==> src/rtl/wb_pkg.sv <==
// Shared types and constants for the writeback stage.
// The instruction-queue entry layout lives here so the stage and any
// future checker bind agree on field order.
package wb_pkg;

  localparam int REG_ADDR_W = 5;
  localparam int FLAGS_W    = 4;
  localparam int DATA_W     = 64;

  // One completed instruction waiting to retire.
  typedef struct packed {
    logic [DATA_W-1:0]     result;
    logic [REG_ADDR_W-1:0] write_addr;
    logic                  regwrite;
    logic                  memtoreg;
    logic                  setflags;
    logic [FLAGS_W-1:0]    flags;
  } wb_entry_t;

endpackage

==> src/rtl/writeback_stage_sync_fifo.sv <==
// Module sync_fifo: single-clock FIFO with asynchronous active-low reset.
// Pointers carry one extra wrap bit beyond log2(DEPTH) index bits so that
// full and empty are distinguishable. A push while full and a pop while
// empty are ignored; a simultaneous push and pop keeps occupancy unchanged.
// Read data is the current head, visible combinationally.
module sync_fifo #(
  parameter int WIDTH = 8,
  parameter int DEPTH = 4
) (
  input  logic                     clk,
  input  logic                     rst,
  input  logic                     push,
  input  logic [WIDTH-1:0]         wdata,
  input  logic                     pop,
  output logic [WIDTH-1:0]         rdata,
  output logic                     full,
  output logic                     empty,
  output logic [$clog2(DEPTH):0]   count
);

  localparam int AW = $clog2(DEPTH);

  logic [WIDTH-1:0] mem [DEPTH];
  logic [AW:0]      wr_ptr;
  logic [AW:0]      rd_ptr;
  logic             do_push;
  logic             do_pop;

  assign do_push = push && !full;
  assign do_pop  = pop && !empty;

  assign empty = (wr_ptr == rd_ptr);
  assign full  = (wr_ptr[AW] != rd_ptr[AW]) && (wr_ptr[AW-1:0] == rd_ptr[AW-1:0]);
  assign count = wr_ptr - rd_ptr;
  assign rdata = mem[rd_ptr[AW-1:0]];

  // Pointer advance; reset empties the queue.
  always_ff @(posedge clk or negedge rst) begin
    if (!rst) begin
      wr_ptr <= '0;
      rd_ptr <= '0;
    end else begin
      if (do_push) wr_ptr <= wr_ptr + 1'b1;
      if (do_pop)  rd_ptr <= rd_ptr + 1'b1;
    end
  end

  // Storage write; contents need no reset because the pointers gate reads.
  always_ff @(posedge clk) begin
    if (do_push) mem[wr_ptr[AW-1:0]] <= wdata;
  end

endmodule

==> src/rtl/writeback_stage.sv <==
// writeback_stage: final pipeline stage. Queues completed instructions,
// merges in-order load data from the data memory, and retires at most one
// instruction per cycle in program order onto the writeback_* bus.
//
// Optional build macro WB_RETIRE_COUNT_EN adds a 64-bit retire_count output
// that counts every retiring edge (including regwrite=0 retires).
//
// Handshake: an instruction transfers on a rising clk edge where
// in_valid && in_ready are both high. in_ready is !IQ_full from registered
// pointers only; a retire in the same cycle does not raise it. The load
// response channel (mem_rsp_valid) has no ready; every beat is either
// queued or dropped with rsp_error set.
module writeback_stage
  import wb_pkg::wb_entry_t;
  import wb_pkg::REG_ADDR_W;
  import wb_pkg::FLAGS_W;
#(
  parameter int DEPTH  = 4,
  parameter int DATA_W = wb_pkg::DATA_W
) (
  input  logic                  clk,
  input  logic                  rst,
  input  logic                  in_valid,
  output logic                  in_ready,
  input  logic [DATA_W-1:0]     in_result,
  input  logic [REG_ADDR_W-1:0] in_write_addr,
  input  logic                  in_regwrite,
  input  logic                  in_memtoreg,
  input  logic                  in_setflags,
  input  logic [FLAGS_W-1:0]    in_flags,
  input  logic                  mem_rsp_valid,
  input  logic [DATA_W-1:0]     mem_rsp_data,
  output logic [REG_ADDR_W-1:0] writeback_writeaddr,
  output logic [DATA_W-1:0]     writeback_writedata,
  output logic                  writeback_regwrite,
  output logic                  writeback_setflags,
  output logic [FLAGS_W-1:0]    writeback_flags,
`ifdef WB_RETIRE_COUNT_EN
  output logic [63:0]           retire_count,
`endif
  output logic                  rsp_error
);

  localparam int AW = $clog2(DEPTH);

  wb_entry_t         in_entry;
  wb_entry_t         iq_head;
  logic              iq_push;
  logic              iq_full;
  logic              iq_empty;
  logic [AW:0]       iq_count;

  logic [DATA_W-1:0] rq_head;
  logic              rq_push;
  logic              rq_full;
  logic              rq_empty;
  logic [AW:0]       rq_count;

  logic [AW:0]       load_cnt;
  logic [AW:0]       outstanding;
  logic              retire;
  logic              rsp_drop;
  logic              unused_iq_count;

  // IQ occupancy is observable through full/empty; the count is not needed.
  assign unused_iq_count = ^iq_count;

  // Pack the incoming instruction into a queue entry.
  always_comb begin
    in_entry            = '0;
    in_entry.result     = in_result;
    in_entry.write_addr = in_write_addr;
    in_entry.regwrite   = in_regwrite;
    in_entry.memtoreg   = in_memtoreg;
    in_entry.setflags   = in_setflags;
    in_entry.flags      = in_flags;
  end

  assign in_ready = !iq_full;
  assign iq_push  = in_valid && !iq_full;

  // Loads queued in IQ that have not yet received their data beat.
  assign outstanding = load_cnt - rq_count;
  assign rq_push     = mem_rsp_valid && (outstanding != '0) && !rq_full;
  assign rsp_drop    = mem_rsp_valid && !rq_push;

  // A load head waits for its data; anything else retires as soon as present.
  assign retire = !iq_empty && (!iq_head.memtoreg || !rq_empty);

  sync_fifo #(
    .WIDTH ($bits(wb_entry_t)),
    .DEPTH (DEPTH)
  ) u_iq (
    .clk   (clk),
    .rst   (rst),
    .push  (iq_push),
    .wdata (in_entry),
    .pop   (retire),
    .rdata (iq_head),
    .full  (iq_full),
    .empty (iq_empty),
    .count (iq_count)
  );

  sync_fifo #(
    .WIDTH (DATA_W),
    .DEPTH (DEPTH)
  ) u_rq (
    .clk   (clk),
    .rst   (rst),
    .push  (rq_push),
    .wdata (mem_rsp_data),
    .pop   (retire && iq_head.memtoreg),
    .rdata (rq_head),
    .full  (rq_full),
    .empty (rq_empty),
    .count (rq_count)
  );

  // Track how many loads sit in the IQ so orphan responses can be detected.
  always_ff @(posedge clk or negedge rst) begin
    if (!rst) begin
      load_cnt <= '0;
    end else begin
      case ({iq_push && in_memtoreg, retire && iq_head.memtoreg})
        2'b10:   load_cnt <= load_cnt + 1'b1;
        2'b01:   load_cnt <= load_cnt - 1'b1;
        default: load_cnt <= load_cnt;
      endcase
    end
  end

  // Writeback output register: strobes pulse for one cycle per retire,
  // address/data/flags hold their last retired values otherwise.
  always_ff @(posedge clk or negedge rst) begin
    if (!rst) begin
      writeback_writeaddr <= '0;
      writeback_writedata <= '0;
      writeback_regwrite  <= 1'b0;
      writeback_setflags  <= 1'b0;
      writeback_flags     <= '0;
    end else if (retire) begin
      writeback_writeaddr <= iq_head.write_addr;
      writeback_writedata <= iq_head.memtoreg ? rq_head : iq_head.result;
      writeback_regwrite  <= iq_head.regwrite;
      writeback_setflags  <= iq_head.setflags && !iq_head.memtoreg;
      writeback_flags     <= iq_head.flags;
    end else begin
      writeback_regwrite  <= 1'b0;
      writeback_setflags  <= 1'b0;
    end
  end

  // Sticky protocol error for dropped load responses.
  always_ff @(posedge clk or negedge rst) begin
    if (!rst) begin
      rsp_error <= 1'b0;
    end else if (rsp_drop) begin
      rsp_error <= 1'b1;
    end
  end

`ifdef WB_RETIRE_COUNT_EN
  // Free-running retire counter, wraps naturally at 2^64.
  always_ff @(posedge clk or negedge rst) begin
    if (!rst) begin
      retire_count <= '0;
    end else if (retire) begin
      retire_count <= retire_count + 64'd1;
    end
  end
`endif

endmodule

==> config.mk <==
export PLATFORM = sky130hd
export DESIGN_NAME = writeback_stage
export DESIGN_NICKNAME = d
export VERILOG_FILES = /design/src/rtl/wb_pkg.sv /design/src/rtl/writeback_stage_sync_fifo.sv /design/src/rtl/writeback_stage.sv
export SDC_FILE = /design/constraint.sdc
export NUM_CORES = 1
export LEC_CHECK = 0
export ABC_AREA = 1
export BUFFER_PORTS_ARGS = -buffer_cell sky130_fd_sc_hd__buf_4
export CAP_MARGIN = 15
export CELL_PAD_IN_SITES_DETAIL_PLACEMENT = 2
export CELL_PAD_IN_SITES_GLOBAL_PLACEMENT = 2
export CORE_MARGIN = 2
export CORE_UTILIZATION = 44
export DETAILED_ROUTE_END_ITERATION = 7
export HOLD_SLACK_MARGIN = 0.02
export PLACE_DENSITY = 0.88
export SYNTH_ARGS = -nofsm -noshare
export SYNTH_HDL_FRONTEND = slang
export SYNTH_SLANG_ARGS = --single-unit
==> constraint.sdc <==
create_clock -name clk -period 12.8 [get_ports clk]
set_input_delay 3.84 -clock clk [delete_from_list [all_inputs] [get_ports clk]]
set_output_delay 3.84 -clock clk [all_outputs]
set_load 0.01 [all_outputs]
* Word level (Yosys, flattened, before mapping)
Memories as Yosys holds them, arrays and structs flattened. Cells that the tools add are included.
Storage, ports and cells: logic and storage cells 60, bits in writable memories 560, bits in registers 91, bits of input ports 144, memories kept 2, output and inout bits 77
Memories:
- u_iq.mem | depth 4, bits a word 76, rd ports 1, clocked after memory_dff 0, write ports 1, line writeback_stage_sync_fifo.sv:23 | logic [WIDTH-1:0] mem [DEPTH];
- u_rq.mem | depth 4, bits a word 64, rd ports 1, clocked after memory_dff 0, write ports 1, line writeback_stage_sync_fifo.sv:23
Cells by class: $add $sub $neg 8, eq/ne operators 8, muxes and demuxes 8, reductions and logical operators 23
Operator list (count):
- 64-bit 2-to-1 mux | 1
- 3-bit by 1-bit adder with 3-bit output (second input constant) | 5
- 1-bit logical AND | 14
- 3-bit equality test | 2
- 1-bit logical NOT | 6
- 1-bit 2-to-1 mux | 6
- 3-bit one-hot mux with 2 select lines | 1
- 3-bit subtractor | 2
- 2-bit equality test | 2
- 3-bit nonzero test | 1
- 3-bit by 1-bit subtractor with 3-bit output (second input constant) | 1
- 2-bit by 1-bit equality test with 1-bit output (second input constant) | 1
- 2-bit equality test (second input constant) | 1
- 1-bit inequality test | 2
- 2-bit nonzero test | 1
- 1-bit logical OR | 1

* Depth between registers and ports, before layout
depth after elaboration 8, depth in mapped cells 15, mapped depth without buffers 13

* Modules after synthesis
From an unflattened synthesis, not the netlist that was laid out.
Second synthesis, totals: cells, all modules 1923, area total of the unflattened synthesis 25344.3 um2
By module, submodules not included:
- sync_fifo (u_iq) | area an instance 11752.5 um2, sequential area each 9278.9 um2, instances 1, cells an instance 798
- sync_fifo (u_rq) | area an instance 9962.1 um2, sequential area each 7837.5 um2, instances 1, cells an instance 682
- writeback_stage | area an instance 3629.7 um2, sequential area each 1976.9 um2, instances 1, cells an instance 443

* Worst setup path after synthesis
OpenSTA, ideal clock, no wires.
path kind input port to flip-flop, from input in_valid, to memory u_iq.mem[0][0] (netlist bit) (enable), stages on the path 2, data required time 12.289 ns, path buffers 0, library setup time 0.511 ns, data arrival time 7.190 ns, path slack 5.099 ns, cells stage by stage nand2_1 > nor2_1
Between the ends: longest elaborated chain between the ends 4
Ends and longest elaborated chain:
- from (decl) | line writeback_stage.sv:23 | input logic in_valid,
- 1-bit logical AND | line writeback_stage.sv:80 | assign iq_push = in_valid && !iq_full;
- 1-bit logical AND | line writeback_stage_sync_fifo.sv:29 | assign do_push = push && !full;
- 1-bit 2-to-1 mux | line writeback_stage_sync_fifo.sv:50 | if (do_push) mem[wr_ptr[AW-1:0]] <= wdata;
- 1-bit 2-to-1 mux (not written as such) | line writeback_stage_sync_fifo.sv:50
- to (decl) | line writeback_stage_sync_fifo.sv:23
Every way passes these cells.

* Final worst setup path
from register u_iq.rd_ptr[0], to output in_ready
Between the ends: longest elaborated chain between the ends 3
Ends and longest elaborated chain:
- from (decl) | line writeback_stage_sync_fifo.sv:25 | logic [AW:0] rd_ptr;
- from (signal assigned) | line writeback_stage_sync_fifo.sv:44 | if (do_pop) rd_ptr <= rd_ptr + 1'b1;
- 2-bit equality test | line writeback_stage_sync_fifo.sv:33 | assign full = (wr_ptr[AW] != rd_ptr[AW]) && (wr_ptr[AW-1:0] == rd_ptr[AW-1:0]);
- 1-bit logical AND | line writeback_stage_sync_fifo.sv:33
- 1-bit logical NOT | line writeback_stage.sv:79 | assign in_ready = !iq_full;
- to (decl) | line writeback_stage.sv:24 | output logic in_ready,
Every way passes these cells.

==> flow_summary.json <==
{
  "outcome": "finished, final reports clean",
  "clkSinkCount": 651,
  "p_switching_mw": 4.26,
  "worst-path-max-fanout": 70,
  "relSlewSlack_pct": 18.2,
  "drtPass1Iterations": 5,
  "finalHoldViolCount": 0,
  "multiInputGateArea_um2": 6020,
  "grt_first_pass_wirelength_um": 147000,
  "num_rows": 88,
  "slew_violations": 0,
  "clkTransAtPathRegs_ns": 0.07,
  "vias_per_cell": 6.08,
  "drt_iter0_drc": 2264,
  "io_pins": 221,
  "final-seq-area_um2": 19100,
  "drtAntennaViolNets": 0,
  "drive_gt1_share_pct": 15.0,
  "cts_setup_buffers": 0,
  "ys_ff_latch": 651,
  "tightest_slew_ns": 1.23,
  "cts_tree": "done",
  "clock_latency_ns": 0.62,
  "holdWs_ns": 0.506,
  "critPathLaunchType": "flop",
  "dp_hpwl_um": 56800,
  "final_nets": 2495,
  "p_int_mw": 5.04,
  "synth_edf_count": 560,
  "cts_buffers": 70,
  "wire_per_inst_um": 32.7,
  "synth_common_cells": "edfxtp_1, nor2_1, nand2_1",
  "vias": 19200,
  "area_growth_pct": 17.2,
  "switching_share_pct": 45.8,
  "fmax_ghz": 0.163,
  "critPathKind": "flop to output pin",
  "dieArea_um2": 60500,
  "io_buffers": 220,
  "setup_viol": 0,
  "synth_cells": 2153,
  "ys_seq_area_share_pct": 74.1,
  "htreeDepth": 3,
  "synthFlopType": "edfxtp_1",
  "cp-end-kind": "output pin",
  "gp_congestion": 0.800,
  "clockRootBuffer": "clkbuf_16",
  "fin_tns_setup_ns": 0,
  "start_util_pct": 44.6,
  "grt_max_degree": 103,
  "syn_area_um2": 25800,
  "rsz0062_at_grt": "no",
  "syn_avg_cell_area_um2": 12.0,
  "synth_top_area_share_pct": 65.3,
  "cts_buffer_depth": 3,
  "synth_fp_nets": 2313,
  "drc_errors": 0,
  "powerDensity_nw_per_um2": 308,
  "clock-skew-final_ns": 0.0336,
  "fin_crit_ns": 6.12,
  "clkPwrFrac_pct": 21.7,
  "synthArstFlopShare_pct": 14.0,
  "drv_cap": 0,
  "synth_cell_type_count": 27,
  "die_w_um": 246,
  "fin_crit_sh_pct": 47.8,
  "leakage_nw": 11.4,
  "seqPwrFrac_pct": 36.6,
  "pwr-share-comb_pct": 41.7,
  "synth_top_cell_by_area": "edfxtp_1",
  "synth_most_common_cell": "edfxtp_1",
  "die_y_um": 246,
  "ctsHoldBuffers": 0,
  "wirelength_um": 103000,
  "worstPathRequired_ns": 8.96,
  "track_usage_pct": 33.4,
  "hp-class": "flop to flop",
  "worstPathArrival_ns": 2.28,
  "synth_warnings": 0,
  "fillers": 5482,
  "worst_ir_drop_vdd_v": 0.000273,
  "synthTopCellsByArea": "edfxtp_1, dfrtp_1, o21ai_0",
  "globalRouteOverflowTotal": 0,
  "ctsResizeCount": 0,
  "design.core.area_um2": 57800,
  "first_global_vias": 20800,
  "antenna_found_initial": 11
}
placed cells by master, fill, tap and decap left out, types with 2 or more instances in the layout:
cell       Yosys  final
inv_1         29     26
inv_4          0      2
o22ai_1       10     10
ha_1          13     13
xnor2_1        7      7
nor2_4         0      8
o21ai_0      341    341
edfxtp_1     560    560
nand3_1       87     87
o21ai_1       70     70
clkinv_2       0     14
dfrtp_1       91     89
nor2_1       419    411
diode_2        0     11
xor2_1         4      4
buf_4          2    239
clkinv_1       0      7
clkbuf_1      63     20
clkbuf_8       0     11
nand2_4        0      3
clkbuf_16      0     73
dfrtp_4        0      2
nand2_1      378    377
fa_1           3      3
metrics by stage:
stage	std cells	total power, mW	util (%)	area [µm²]	setup WS [ns]
after floorplan	2153	5.35	-	25800	5.10
after global placement	3028	6.39	48.4	28000	6.59
after detailed placement	3028	6.90	48.4	28000	6.34
after CTS	3153	9.17	52.2	30200	6.72
after global routing	3160	9.65	52.2	30200	6.63
final	3164	9.29	52.2	30200	6.68
per-layer routing:
| metal | part of all wire, % | vias up | wire length [µm] | global-route usage [%] |
|---|---|---|---|---|
| met5 | 0.036 | - | 37 | 0 |
| met4 | 4.8 | 6 | 4920 | 14.2 |
| met3 | 7.3 | 281 | 7560 | 6.36 |
| met2 | 50 | 1011 | 51500 | 56.9 |
| met1 | 38 | 10100 | 39400 | 41.7 |
| li1 | - | 7849 | - | - |
flip-flops by register name, summed over array words and instances, names as in the netlist, 4 cells and up:
register             cells
u_iq.mem               304
u_rq.mem               256
writeback_flags          4
writeback_writeaddr      5
writeback_writedata     64
power by group through the flow:
stage               Clock [mW]  Combinational (mW)  Sequential [mW]
floorplan                    0                2.05             3.30
global placement             0                3.10             3.29
detailed placement           0                3.53             3.38
CTS                       2.02                3.77             3.38
global route              2.10                4.11             3.44
finish                    2.02                3.88             3.40
cells by family after synthesis:
logic type / after synthesis / share of synthesized area, %
fa+ha+maj: 16 / 0.865
simple gates: 890 / 13.5
compound gates: 424 / 8.31
xor+xnor: 12 / 0.437
flops: 651 / 74.1
buf+inv: 160 / 2.78
layout make-up:
cell class	count	share of cell area, %
repair buffers	239	5.94
clock inverters	21	0.340
well taps	765	3.17
inverters	31	0.410
flip-flops and latches	651	63.3
multi-input cells	1342	20.0
diodes	11	0.0912
clock buffers	104	6.80
critical path, cell delays in order, from the launching register on:
cell and delay, ns:
dfrtp_4 0.97, xnor2_2 0.22, nand3b_1 0.22, buf_4 0.21
path summary, 6_finish.rpt:
kind	start	endpoint	slack (ns)	depth (start not counted)
worst max-delay path	u_iq.rd_ptr[0]$_DFFE_PN0P_	in_ready	6.68	3
worst min-delay path	rsp_error$_DFFE_PN0P_	rsp_error$_DFFE_PN0P_	0.51	2
worst max register to register	u_rq.rd_ptr[0]$_DFFE_PN0P_	u_rq.mem[2][22]$_DFFE_PP_	7.13	13
worst min register to register	rsp_error$_DFFE_PN0P_	rsp_error$_DFFE_PN0P_	0.51	2
max in group asynchronous	rst	u_iq.rd_ptr[0]$_DFFE_PN0P_	8.15	2
min in group asynchronous	rst	writeback_writedata[53]$_DFFE_PN0P_	3.17	1
(Power assumes the default switching activity.)
